===== src/rtl/addr_region_router_pkg.sv =====
// Memory map for the ITCM/DTCM/CSR targets, plus the packed default window
// tables and region id type used by the address region router.
package addr_region_router_pkg;

    localparam logic [31:0] ITCM_BASE = 32'h0000_0000;
    localparam logic [31:0] ITCM_LEN  = 32'h0000_2000;
    localparam logic [31:0] DTCM_BASE = 32'h0001_0000;
    localparam logic [31:0] DTCM_LEN  = 32'h0000_8000;
    localparam logic [31:0] CSR_BASE  = 32'h0003_0000;
    localparam logic [31:0] CSR_LEN   = 32'h0001_0000;

    localparam int NUM_DEFAULT_REGIONS = 3;

    // Index 0 sits in the LSBs.
    localparam logic [NUM_DEFAULT_REGIONS*32-1:0] DEFAULT_REGION_BASE = {CSR_BASE, DTCM_BASE, ITCM_BASE};
    localparam logic [NUM_DEFAULT_REGIONS*32-1:0] DEFAULT_REGION_LEN  = {CSR_LEN,  DTCM_LEN,  ITCM_LEN};

    localparam int REGION_ID_W = $clog2(NUM_DEFAULT_REGIONS + 1);
    typedef logic [REGION_ID_W-1:0] region_id_t;
    localparam region_id_t REGION_ERR = region_id_t'(NUM_DEFAULT_REGIONS);

endpackage


===== src/rtl/addr_region_router_if.sv =====
// Initiator request/response stream plus the per-target request/response bundle.
interface addr_region_router_if #(
    parameter int NUM_REGIONS = 3,
    parameter int ADDR_W      = 32,
    parameter int DATA_W      = 32
);
    logic                          req_valid_i;
    logic                          req_ready_o;
    logic [ADDR_W-1:0]             req_addr_i;
    logic                          req_we_i;
    logic [DATA_W-1:0]             req_wdata_i;
    logic [DATA_W/8-1:0]           req_be_i;

    logic [NUM_REGIONS-1:0]        tgt_req_valid_o;
    logic [NUM_REGIONS-1:0]        tgt_req_ready_i;
    logic [ADDR_W-1:0]             tgt_req_addr_o;
    logic                          tgt_req_we_o;
    logic [DATA_W-1:0]             tgt_req_wdata_o;
    logic [DATA_W/8-1:0]           tgt_req_be_o;

    logic [NUM_REGIONS-1:0]        tgt_rsp_valid_i;
    logic [NUM_REGIONS-1:0]        tgt_rsp_ready_o;
    logic [NUM_REGIONS*DATA_W-1:0] tgt_rsp_rdata_i;
    logic [NUM_REGIONS-1:0]        tgt_rsp_err_i;

    logic                          rsp_valid_o;
    logic                          rsp_ready_i;
    logic [DATA_W-1:0]             rsp_rdata_o;
    logic                          rsp_err_o;

    modport slave (
        input  req_valid_i, req_addr_i, req_we_i, req_wdata_i, req_be_i,
        output req_ready_o,
        output tgt_req_valid_o, tgt_req_addr_o, tgt_req_we_o, tgt_req_wdata_o, tgt_req_be_o,
        input  tgt_req_ready_i,
        input  tgt_rsp_valid_i, tgt_rsp_rdata_i, tgt_rsp_err_i,
        output tgt_rsp_ready_o,
        output rsp_valid_o, rsp_rdata_o, rsp_err_o,
        input  rsp_ready_i
    );

    modport master (
        output req_valid_i, req_addr_i, req_we_i, req_wdata_i, req_be_i,
        input  req_ready_o,
        input  tgt_req_valid_o, tgt_req_addr_o, tgt_req_we_o, tgt_req_wdata_o, tgt_req_be_o,
        output tgt_req_ready_i,
        output tgt_rsp_valid_i, tgt_rsp_rdata_i, tgt_rsp_err_i,
        input  tgt_rsp_ready_o,
        input  rsp_valid_o, rsp_rdata_o, rsp_err_o,
        output rsp_ready_i
    );
endinterface


===== src/rtl/router_order_fifo.sv =====
// Synchronous FIFO recording the target id of each outstanding request, so
// responses can be returned to the initiator in request order.
module router_order_fifo #(
    parameter int DEPTH = 4,
    parameter int W     = 2
) (
    input  logic                     clk_i,
    input  logic                     rst_ni,
    input  logic                     push_i,
    input  logic [W-1:0]             data_i,
    input  logic                     pop_i,
    output logic [W-1:0]             head_o,
    output logic [$clog2(DEPTH):0]   count_o,
    output logic                     full_o,
    output logic                     empty_o
);
    localparam int PTR_W = $clog2(DEPTH);

    logic [W-1:0]       r_mem [DEPTH];
    logic [PTR_W-1:0]   r_wptr, r_rptr;
    logic [PTR_W:0]     r_count;
    logic               w_push, w_pop;

    assign full_o  = (r_count == (PTR_W+1)'(DEPTH));
    assign empty_o = (r_count == '0);
    assign w_push  = push_i & ~full_o;
    assign w_pop   = pop_i & ~empty_o;
    assign head_o  = r_mem[r_rptr];
    assign count_o = r_count;

    always_ff @(posedge clk_i) begin
        if (w_push) r_mem[r_wptr] <= data_i;
    end

    // DEPTH is a power of two, so pointers wrap by plain overflow.
    always_ff @(posedge clk_i or negedge rst_ni) begin
        if (!rst_ni) begin
            r_wptr  <= '0;
            r_rptr  <= '0;
            r_count <= '0;
        end else begin
            if (w_push) r_wptr <= r_wptr + 1'b1;
            if (w_pop)  r_rptr <= r_rptr + 1'b1;
            case ({w_push, w_pop})
                2'b10:   r_count <= r_count + 1'b1;
                2'b01:   r_count <= r_count - 1'b1;
                default: r_count <= r_count;
            endcase
        end
    end
endmodule


===== src/rtl/addr_region_router.sv =====
// Decodes one request stream onto NUM_REGIONS base/length windows, answers
// unmapped addresses internally, and returns responses in request order.
module addr_region_router
    import addr_region_router_pkg::*;
#(
    parameter int NUM_REGIONS     = NUM_DEFAULT_REGIONS,
    parameter int ADDR_W          = 32,
    parameter int DATA_W          = 32,
    parameter int MAX_OUTSTANDING = 4,
    parameter logic [NUM_REGIONS*ADDR_W-1:0] REGION_BASE = DEFAULT_REGION_BASE,
    parameter logic [NUM_REGIONS*ADDR_W-1:0] REGION_LEN  = DEFAULT_REGION_LEN
) (
    input  logic                               clk_i,
    input  logic                               rst_ni,
    addr_region_router_if.slave                bus,
    output logic [$clog2(MAX_OUTSTANDING):0]   outstanding_o,
    output logic [15:0]                        decerr_count_o
);
    localparam int ID_W = $clog2(NUM_REGIONS + 1);
    localparam logic [ID_W-1:0] ERR_ID = ID_W'(NUM_REGIONS);

    if (NUM_REGIONS < 1 || NUM_REGIONS > 8) begin : g_bad_regions
        $error("addr_region_router: NUM_REGIONS must be in 1..8");
    end
    if (MAX_OUTSTANDING < 2 || (MAX_OUTSTANDING & (MAX_OUTSTANDING - 1)) != 0) begin : g_bad_depth
        $error("addr_region_router: MAX_OUTSTANDING must be a power of 2 >= 2");
    end

    logic [NUM_REGIONS-1:0] w_hit, w_sel_oh, w_head_oh;
    logic [ID_W-1:0]        w_sel, w_head;
    logic                   w_full, w_empty, w_push, w_pop, w_head_err, w_rsp_valid;
    logic [DATA_W-1:0]      w_rdata;
    logic [15:0]            r_decerr;

    // Window end is formed in ADDR_W+1 bits so a window touching the top of
    // the address space does not wrap to zero.
    for (genvar g = 0; g < NUM_REGIONS; g++) begin : g_dec
        logic [ADDR_W:0] w_lo, w_hi, w_addr;
        assign w_lo      = {1'b0, REGION_BASE[g*ADDR_W +: ADDR_W]};
        assign w_hi      = w_lo + {1'b0, REGION_LEN[g*ADDR_W +: ADDR_W]};
        assign w_addr    = {1'b0, bus.req_addr_i};
        assign w_hit[g]  = (REGION_LEN[g*ADDR_W +: ADDR_W] != '0) && (w_addr >= w_lo) && (w_addr < w_hi);
        assign w_head_oh[g] = ~w_empty && (w_head == ID_W'(g));
    end

    // Scan high to low so the lowest matching index is the one that sticks.
    always_comb begin
        w_sel    = ERR_ID;
        w_sel_oh = '0;
        for (int i = NUM_REGIONS - 1; i >= 0; i--) begin
            if (w_hit[i]) begin
                w_sel    = ID_W'(i);
                w_sel_oh = NUM_REGIONS'(1) << i;
            end
        end
    end

    assign bus.tgt_req_valid_o = w_sel_oh & {NUM_REGIONS{bus.req_valid_i & ~w_full}};
    assign bus.req_ready_o     = ~w_full & ((w_sel == ERR_ID) | (|(bus.tgt_req_ready_i & w_sel_oh)));
    assign bus.tgt_req_addr_o  = bus.req_addr_i;
    assign bus.tgt_req_we_o    = bus.req_we_i;
    assign bus.tgt_req_wdata_o = bus.req_wdata_i;
    assign bus.tgt_req_be_o    = bus.req_be_i;
    assign w_push              = bus.req_valid_i & bus.req_ready_o;

    router_order_fifo #(.DEPTH(MAX_OUTSTANDING), .W(ID_W)) u_order_fifo (
        .clk_i   (clk_i),
        .rst_ni  (rst_ni),
        .push_i  (w_push),
        .data_i  (w_sel),
        .pop_i   (w_pop),
        .head_o  (w_head),
        .count_o (outstanding_o),
        .full_o  (w_full),
        .empty_o (w_empty)
    );

    always_comb begin
        w_rdata = '0;
        for (int i = 0; i < NUM_REGIONS; i++) begin
            if (w_head_oh[i]) w_rdata = bus.tgt_rsp_rdata_i[i*DATA_W +: DATA_W];
        end
    end

    // Only the head target sees ready; later targets hold their responses.
    assign w_head_err          = ~w_empty && (w_head == ERR_ID);
    assign w_rsp_valid         = w_head_err | (|(bus.tgt_rsp_valid_i & w_head_oh));
    assign bus.rsp_valid_o     = w_rsp_valid;
    assign bus.rsp_rdata_o     = w_rdata;
    assign bus.rsp_err_o       = w_head_err | (|(bus.tgt_rsp_err_i & w_head_oh));
    assign bus.tgt_rsp_ready_o = w_head_oh & {NUM_REGIONS{bus.rsp_ready_i}};
    assign w_pop               = w_rsp_valid & bus.rsp_ready_i;

    always_ff @(posedge clk_i or negedge rst_ni) begin
        if (!rst_ni)                                         r_decerr <= '0;
        else if (w_pop && w_head_err && r_decerr != 16'hFFFF) r_decerr <= r_decerr + 16'd1;
    end
    assign decerr_count_o = r_decerr;

endmodule


===== src/flat_wrapper.sv =====
// flat-port wrapper written by rule: the top's interface ports become plain ports
module addr_region_router_flat import addr_region_router_pkg::*;
#(
    parameter int NUM_REGIONS     = NUM_DEFAULT_REGIONS,
    parameter int ADDR_W          = 32,
    parameter int DATA_W          = 32,
    parameter int MAX_OUTSTANDING = 4,
    parameter logic [NUM_REGIONS*ADDR_W-1:0] REGION_BASE = DEFAULT_REGION_BASE,
    parameter logic [NUM_REGIONS*ADDR_W-1:0] REGION_LEN  = DEFAULT_REGION_LEN
)
  (clk_i, rst_ni, outstanding_o, decerr_count_o, bus_req_valid_i, bus_req_addr_i, bus_req_we_i, bus_req_wdata_i, bus_req_be_i, bus_req_ready_o, bus_tgt_req_valid_o, bus_tgt_req_addr_o, bus_tgt_req_we_o, bus_tgt_req_wdata_o, bus_tgt_req_be_o, bus_tgt_req_ready_i, bus_tgt_rsp_valid_i, bus_tgt_rsp_rdata_i, bus_tgt_rsp_err_i, bus_tgt_rsp_ready_o, bus_rsp_valid_o, bus_rsp_rdata_o, bus_rsp_err_o, bus_rsp_ready_i);
  addr_region_router_if #(.NUM_REGIONS(NUM_REGIONS), .ADDR_W(ADDR_W), .DATA_W(DATA_W)) bus_i ();
  input  logic clk_i;
  input  logic rst_ni;
  output logic [$clog2(MAX_OUTSTANDING):0] outstanding_o;
  output logic [15:0] decerr_count_o;
  input wire logic [$bits(bus_i.req_valid_i)-1:0] bus_req_valid_i;
  input wire logic [$bits(bus_i.req_addr_i)-1:0] bus_req_addr_i;
  input wire logic [$bits(bus_i.req_we_i)-1:0] bus_req_we_i;
  input wire logic [$bits(bus_i.req_wdata_i)-1:0] bus_req_wdata_i;
  input wire logic [$bits(bus_i.req_be_i)-1:0] bus_req_be_i;
  output wire logic [$bits(bus_i.req_ready_o)-1:0] bus_req_ready_o;
  output wire logic [$bits(bus_i.tgt_req_valid_o)-1:0] bus_tgt_req_valid_o;
  output wire logic [$bits(bus_i.tgt_req_addr_o)-1:0] bus_tgt_req_addr_o;
  output wire logic [$bits(bus_i.tgt_req_we_o)-1:0] bus_tgt_req_we_o;
  output wire logic [$bits(bus_i.tgt_req_wdata_o)-1:0] bus_tgt_req_wdata_o;
  output wire logic [$bits(bus_i.tgt_req_be_o)-1:0] bus_tgt_req_be_o;
  input wire logic [$bits(bus_i.tgt_req_ready_i)-1:0] bus_tgt_req_ready_i;
  input wire logic [$bits(bus_i.tgt_rsp_valid_i)-1:0] bus_tgt_rsp_valid_i;
  input wire logic [$bits(bus_i.tgt_rsp_rdata_i)-1:0] bus_tgt_rsp_rdata_i;
  input wire logic [$bits(bus_i.tgt_rsp_err_i)-1:0] bus_tgt_rsp_err_i;
  output wire logic [$bits(bus_i.tgt_rsp_ready_o)-1:0] bus_tgt_rsp_ready_o;
  output wire logic [$bits(bus_i.rsp_valid_o)-1:0] bus_rsp_valid_o;
  output wire logic [$bits(bus_i.rsp_rdata_o)-1:0] bus_rsp_rdata_o;
  output wire logic [$bits(bus_i.rsp_err_o)-1:0] bus_rsp_err_o;
  input wire logic [$bits(bus_i.rsp_ready_i)-1:0] bus_rsp_ready_i;
  assign bus_i.req_valid_i = bus_req_valid_i;
  assign bus_i.req_addr_i = bus_req_addr_i;
  assign bus_i.req_we_i = bus_req_we_i;
  assign bus_i.req_wdata_i = bus_req_wdata_i;
  assign bus_i.req_be_i = bus_req_be_i;
  assign bus_req_ready_o = bus_i.req_ready_o;
  assign bus_tgt_req_valid_o = bus_i.tgt_req_valid_o;
  assign bus_tgt_req_addr_o = bus_i.tgt_req_addr_o;
  assign bus_tgt_req_we_o = bus_i.tgt_req_we_o;
  assign bus_tgt_req_wdata_o = bus_i.tgt_req_wdata_o;
  assign bus_tgt_req_be_o = bus_i.tgt_req_be_o;
  assign bus_i.tgt_req_ready_i = bus_tgt_req_ready_i;
  assign bus_i.tgt_rsp_valid_i = bus_tgt_rsp_valid_i;
  assign bus_i.tgt_rsp_rdata_i = bus_tgt_rsp_rdata_i;
  assign bus_i.tgt_rsp_err_i = bus_tgt_rsp_err_i;
  assign bus_tgt_rsp_ready_o = bus_i.tgt_rsp_ready_o;
  assign bus_rsp_valid_o = bus_i.rsp_valid_o;
  assign bus_rsp_rdata_o = bus_i.rsp_rdata_o;
  assign bus_rsp_err_o = bus_i.rsp_err_o;
  assign bus_i.rsp_ready_i = bus_rsp_ready_i;
  addr_region_router #(.NUM_REGIONS(NUM_REGIONS), .ADDR_W(ADDR_W), .DATA_W(DATA_W), .MAX_OUTSTANDING(MAX_OUTSTANDING), .REGION_BASE(REGION_BASE), .REGION_LEN(REGION_LEN)) u_core (.clk_i(clk_i), .rst_ni(rst_ni), .bus(bus_i), .outstanding_o(outstanding_o), .decerr_count_o(decerr_count_o));
endmodule

===== config.mk =====
export PLATFORM = sky130hd
export DESIGN_NAME = addr_region_router_flat
export DESIGN_NICKNAME = d
export VERILOG_FILES = /design/src/rtl/addr_region_router_pkg.sv /design/src/rtl/addr_region_router_if.sv /design/src/rtl/router_order_fifo.sv /design/src/rtl/addr_region_router.sv /design/src/flat_wrapper.sv
export SDC_FILE = /design/constraint.sdc
export NUM_CORES = 1
export LEC_CHECK = 0
export CAP_MARGIN = 30
export CORE_AREA = 2 2 118 120
export DETAILED_ROUTE_END_ITERATION = 10
export DIE_AREA = 0 0 120 122
export PLACE_DENSITY = 0.67
export SYNTH_ARGS = -nofsm -noshare
export SYNTH_HDL_FRONTEND = slang
export SYNTH_SLANG_ARGS = --single-unit

===== constraint.sdc =====
create_clock -name clk_i -period 6.7 [get_ports clk_i]
set_input_delay 1.34 -clock clk_i [delete_from_list [all_inputs] [get_ports clk_i]]
set_output_delay 1.34 -clock clk_i [all_outputs]
set_load 0.005 [all_outputs]

Yosys cells after proc, flatten, opt, wreduce, memory -nomap -nowiden --
Memory sizes are Yosys's and may differ from the RTL's. Cells that the tools add are included.
Operators by class: mux-type cells 12, bitwise operators 16, magnitude comparators 6, reduce and logical (&&, ||, !) cells 15, add/sub/neg operators 5, eq/ne operators 8
Operators by type and width (count):
- $mux 32 | 3
- $ge 32x1->1 const B | 1
- $ge 32x17->1 const B | 1
- $ge 32x18->1 const B | 1
- $lt 32x14->1 const B | 1
- $lt 32x17->1 const B | 1
- $lt 32x19->1 const B | 1
- $add 16x1->16 const B | 1
- $ne 16x16->1 const B | 1
- $and 3x3->3 | 5
- $logic_and 1x1->1 | 9
- $mux 3 | 3
- $reduce_or 3->1 | 3
- $eq 2x2->1 const B | 4
- $and 1x1->1 | 6
- $pmux 3 s2 | 1
- $add 2x1->2 const B | 2
- $eq 2x1->1 const B | 2
- $mux 2 | 2
- $add 3x1->3 const B | 1
- $eq 3x3->1 const B | 1
- $logic_not 3->1 | 1
- $mux 1 | 3
- $or 1x1->1 | 3
- 4 further kinds | 5
Word-level totals: register bits after elaboration 23, memories 1, bits in writable memories 8, word-level logic and storage cells 67, output and inout bits 129
Memories:
- u_core.u_order_fifo.r_mem | words 4, width 2, rd ports 1, clocked after memory_dff 0, write ports 1, RTL line router_order_fifo.sv:19 | logic [W-1:0] r_mem [DEPTH];

Depth between registers and ports, before layout --
depth after elaboration 13, depth in mapped cells 11, gate-level depth less buffers 10

Cells and area by module --
From an unflattened synthesis, not the netlist that was laid out.
Second synthesis, totals: cells, all modules 374, area, all modules 3134.3 um^2
By module, submodules not included:
- addr_region_router | area an instance 2408.6 um^2, cells an instance 327, instances 1
- router_order_fifo | area an instance 725.7 um^2, cells an instance 47, instances 1

Worst setup path before layout --
Ideal clock, no wire load.
kind input to output, start input port bus_req_addr_i[31], end output port bus_tgt_req_valid_o[0], stages on the path 4, setup slack 3.156 ns, data required time 5.360 ns, arrival time 2.204 ns, path through nor4_1 > nand4_1 > nor3_1 > and3_1
On the way: word-level cells in the longest chain between the ends 5
RTL lines:
- start: declaration | RTL line flat_wrapper.sv:18 | input wire logic [$bits(bus_i.req_addr_i)-1:0] bus_req_addr_i;
- $ge 32x17->1 or $lt 32x17->1 (tied branches) | RTL line addr_region_router.sv:42 | assign w_hit[g] = (REGION_LEN[g*ADDR_W +: ADDR_W] != '0) && (w_addr >= w_lo) && (w_addr < w_hi);
- $logic_and 1x1->1 | RTL line addr_region_router.sv:42
- $mux 3 | RTL line addr_region_router.sv:51 | if (w_hit[i]) begin
- $mux 3 * | RTL line addr_region_router.sv:51
- $and 3x3->3 * | RTL line addr_region_router.sv:58 | assign bus.tgt_req_valid_o = w_sel_oh & {NUM_REGIONS{bus.req_valid_i & ~w_full}};
- end: declaration | RTL line flat_wrapper.sv:23 | output wire logic [$bits(bus_i.tgt_req_valid_o)-1:0] bus_tgt_req_valid_o;
Every way passes the cells marked *; elsewhere a longest branch is shown, timed or not.

Final worst setup path --
Same ends and word-level chain as after synthesis.

==> results.py <==
metrics = {
    "sta": {
        "fin_worst_skew_ns": 0.00193,
        "layout_setup_ws_ns": 1.97,
        "slew_viol_final": 0,
        "relSlewSlack_pct": 42.1,
        "tns_ns": 0,
        "setup-violations-final": 0,
        "hold_violations": 0,
        "post-route-period-util_pct": 70.6,
        "maxClockFrequency_ghz": 0.211,
        "grt_setup_unrepaired": "no",
        "worst_slew_pin_slew_ns": 0.869,
        "period_needed_ns": 4.73,
    },
    "clocking": {
        "cts.path.max_buffers": 2,
        "cts_hold_repair.buffers": 0,
        "clk_latency_ns": 0.27,
        "cts.repair.resized": 0,
        "cts.sinks": 31,
        "cts_inserted_buffers": 5,
        "cts-root-buf": "clkbuf_16",
        "cts.clk_slew.worst_paths_ns": 0.05,
        "cts.htree.levels": 2,
        "post-cts-setup-buffers": 0,
        "cts_tree": "done",
    },
    "grt": {
        "grt_pass1_wl_mm": 15.9,
        "grtUsageTotal_pct": 13.3,
        "grt_overflow": 0,
        "antenna_found_initial": 0,
        "grt_max_degree": 40,
        "grt_pass1_vias": 3205,
    },
    "yosys": {
        "synth_cell_type_count": 47,
        "syn_area_per_cell_sq_um": 9.03,
        "synth_top_area_share_pct": 18.0,
        "synth_top_area_cell": "dfrtp_1",
        "ys_dominant_reg_cell": "dfrtp_1",
        "ys_top_cells_by_area": "dfrtp_1 (18%), buf_4 (16%), mux2i_1 (10%), a2bb2oi_1 (8.7%), edfxtp_1 (7.5%)",
        "synth_edf_count": 8,
        "syn_area_sq_um": 3200,
        "yosysSeqAreaShare_pct": 25.5,
        "syn_nets": 540,
        "ys_ff_latch": 31,
        "synthArstFlopShare_pct": 74.2,
        "synthesis.instances": 355,
        "yosysWarnings": 0,
    },
    "placement": {
        "port_buffers": 206,
        "hpwl_mm": 8.67,
        "post_dp_cell_area_sq_um": 4910,
        "dp_slack_ns": 1.97,
        "place_congestion": 0.836,
        "placed_cells": 660,
    },
    "worst_setup_path": {
        "reg2reg_from": "u_core.u_order_fifo.r_rptr[0]$_DFFE_PN0P_",
        "worstPathRequired_ns": 5.36,
        "cp-start-kind": "input pin",
        "worstSetupEndpointType": "output pin",
        "r2r_slack_ns": 3.59,
        "cpPeakStageDelay_ns": 0.50,
        "path_cells": "clkdlybuf4s50_1, nor4_1, nand4_1, nor3_1, and3_1, clkdlybuf4s50_1",
        "crit_path_top_delay_cell": "clkdlybuf4s50_1",
        "worstPathArrival_ns": 3.39,
        "r2r-end": "u_core.u_order_fifo.count_o[2]$_DFFE_PN0P_",
        "crit_top_cell": "clkdlybuf4s50_1",
        "reg2reg_depth": 10,
        "critical_path_class": "in -> out",
        "crit_family": "simple AND/OR/NAND/NOR gates",
        "crit_fanout": 5,
        "crit_buf_inv": 2,
    },
    "floorplan": {
        "num_rows": 43,
        "core_sq_um": 13500,
        "die-width_microns": 120,
        "die_h_microns": 122,
        "dieArea_sq_um": 14600,
        "pin_count": 307,
        "start_util_pct": 23.7,
    },
    "power": {
        "vdd_drop_max_mv": 0.144,
        "power_mw": 1.50,
        "p_per_area_nw_per_um2": 296,
        "p_leak_nw": 2.12,
    },
    "routing": {
        "route.detailed.drc": 0,
        "wirelength_mm": 10.5,
        "wl_per_cell_microns": 15.6,
        "vias": 3027,
        "ant_nets": 0,
        "drtPass1Iterations": 4,
        "viasPerCell": 4.52,
        "drtIter0Drc": 128,
    },
    "worst_hold_path": {
        "hold_end": "u_core.decerr_count_o[15]$_DFFE_PN0P_",
        "hold_start": "u_core.decerr_count_o[15]$_DFFE_PN0P_",
        "hold_depth": 1,
        "holdCritPathClass": "reg -> reg",
    },
    "layout": {
        "final_cells": 669,
        "fillers": 1384,
        "area_growth_pct": 57.7,
        "seq_area_sq_um": 816,
        "fin_area_sq_um": 5050,
        "multiInputGateArea_sq_um": 1710,
        "nets": 672,
        "drive_gt1_share_pct": 6.56,
    },
    "run_status": {
        "outcome": "finished, final reports clean",
    },
    "run": {
        "maxCapViolations": 0,
    },
}
## per-stage QoR
step,hold WS (ns),util (%)
floorplan,0.485,-
global placement,0.495,36.3
detailed placement,0.496,36.4
CTS,0.502,37.4
global route,0.525,37.4
finish,0.501,37.4
## report_power, final
part | switching (mW) | internal (mW) | leakage [nW]
logic | 0.425 | 0.555 | 1.70
registers | 0.0671 | 0.243 | 0.349
clock network | 0.0713 | 0.137 | 0.0679
## cell usage after synthesis (6+ instances only)
| cell type | count |
|---|---|
| nor2_1 | 46 |
| edfxtp_1 | 8 |
| nor3_1 | 15 |
| nand2_1 | 10 |
| a2bb2oi_1 | 32 |
| dfrtp_1 | 23 |
| xor2_1 | 14 |
| clkbuf_1 | 6 |
| mux2i_1 | 33 |
| nor4_2 | 6 |
| xnor2_1 | 6 |
| nand3_1 | 6 |
| buf_4 | 69 |
| ha_1 | 6 |
| inv_1 | 14 |
## worst max-delay path by stage
stage / startpoint / end / slack (ns) / depth (start not counted)
floorplan: bus_req_addr_i[31] / bus_tgt_req_valid_o[0] / 3.16 / 4
global placement: bus_req_addr_i[31] / bus_tgt_req_valid_o[1] / 2.07 / 6
detailed placement: bus_req_addr_i[31] / bus_tgt_req_valid_o[0] / 1.97 / 6
CTS: bus_req_addr_i[31] / bus_tgt_req_valid_o[0] / 1.96 / 6
global route: bus_req_addr_i[30] / bus_tgt_req_valid_o[0] / 1.82 / 6
finish: bus_req_addr_i[31] / bus_tgt_req_valid_o[0] / 1.97 / 6
## state kept, by name, summed over array words and instances (netlist names)
signal and cells:
u_core.decerr_count_o 16, u_core.u_order_fifo.r_rptr 2, u_core.u_order_fifo.count_o 3, u_core.u_order_fifo.r_mem 8
u_core.u_order_fifo.r_wptr 2
## per-layer routing
layer	up-vias	wire, microns	share of wire, %	GRT usage [%]
li1	1452	-	-	-
met1	1423	4050	39	14.5
met2	119	5590	53	25.6
met3	33	611	5.8	2.86
met4	0	214	2.0	4.12
met5	-	0	0	0
## cell type report
class,instances,area share [%]
Timing Repair Buffer,211,41.7
Tap cell,180,4.46
Sequential cell,31,16.1
Clock buffer,7,2.62
Inverter,14,1.04
Clock inverter,1,0.0990
Multi-Input combinational cell,224,33.9
Antenna cell,1,0.0495
## logic make-up (layout without fill, tap and decap cells)
group,after synthesis,after routing,synth area share [%]
other cells,0,1,0
compound gates,45,45,12.3
fa+ha+maj,7,7,2.97
simple gates,112,112,18.6
buf+inv,100,233,21.3
flops,31,31,25.5
mux,40,40,13.8
xor+xnor,20,20,5.47
## cells in the final DEF, fill, tap and decap left out, types with 5 or more instances in the layout
| master | synthesis | layout |
|---|---|---|
| nor4_2 | 6 | 6 |
| nor3_1 | 15 | 14 |
| ha_1 | 6 | 6 |
| xnor2_1 | 6 | 6 |
| nand2_1 | 10 | 10 |
| inv_1 | 14 | 14 |
| a2bb2oi_1 | 32 | 32 |
| edfxtp_1 | 8 | 8 |
| nand2b_1 | 5 | 5 |
| nor2_1 | 46 | 46 |
| mux2i_1 | 33 | 33 |
| nand3_1 | 6 | 6 |
| clkbuf_16 | 0 | 5 |
| clkdlybuf4s50_1 | 0 | 206 |
| dfrtp_1 | 23 | 23 |
| nor4_1 | 5 | 5 |
| xor2_1 | 14 | 14 |
No activity file was read; power rests on OpenSTA's default activity.
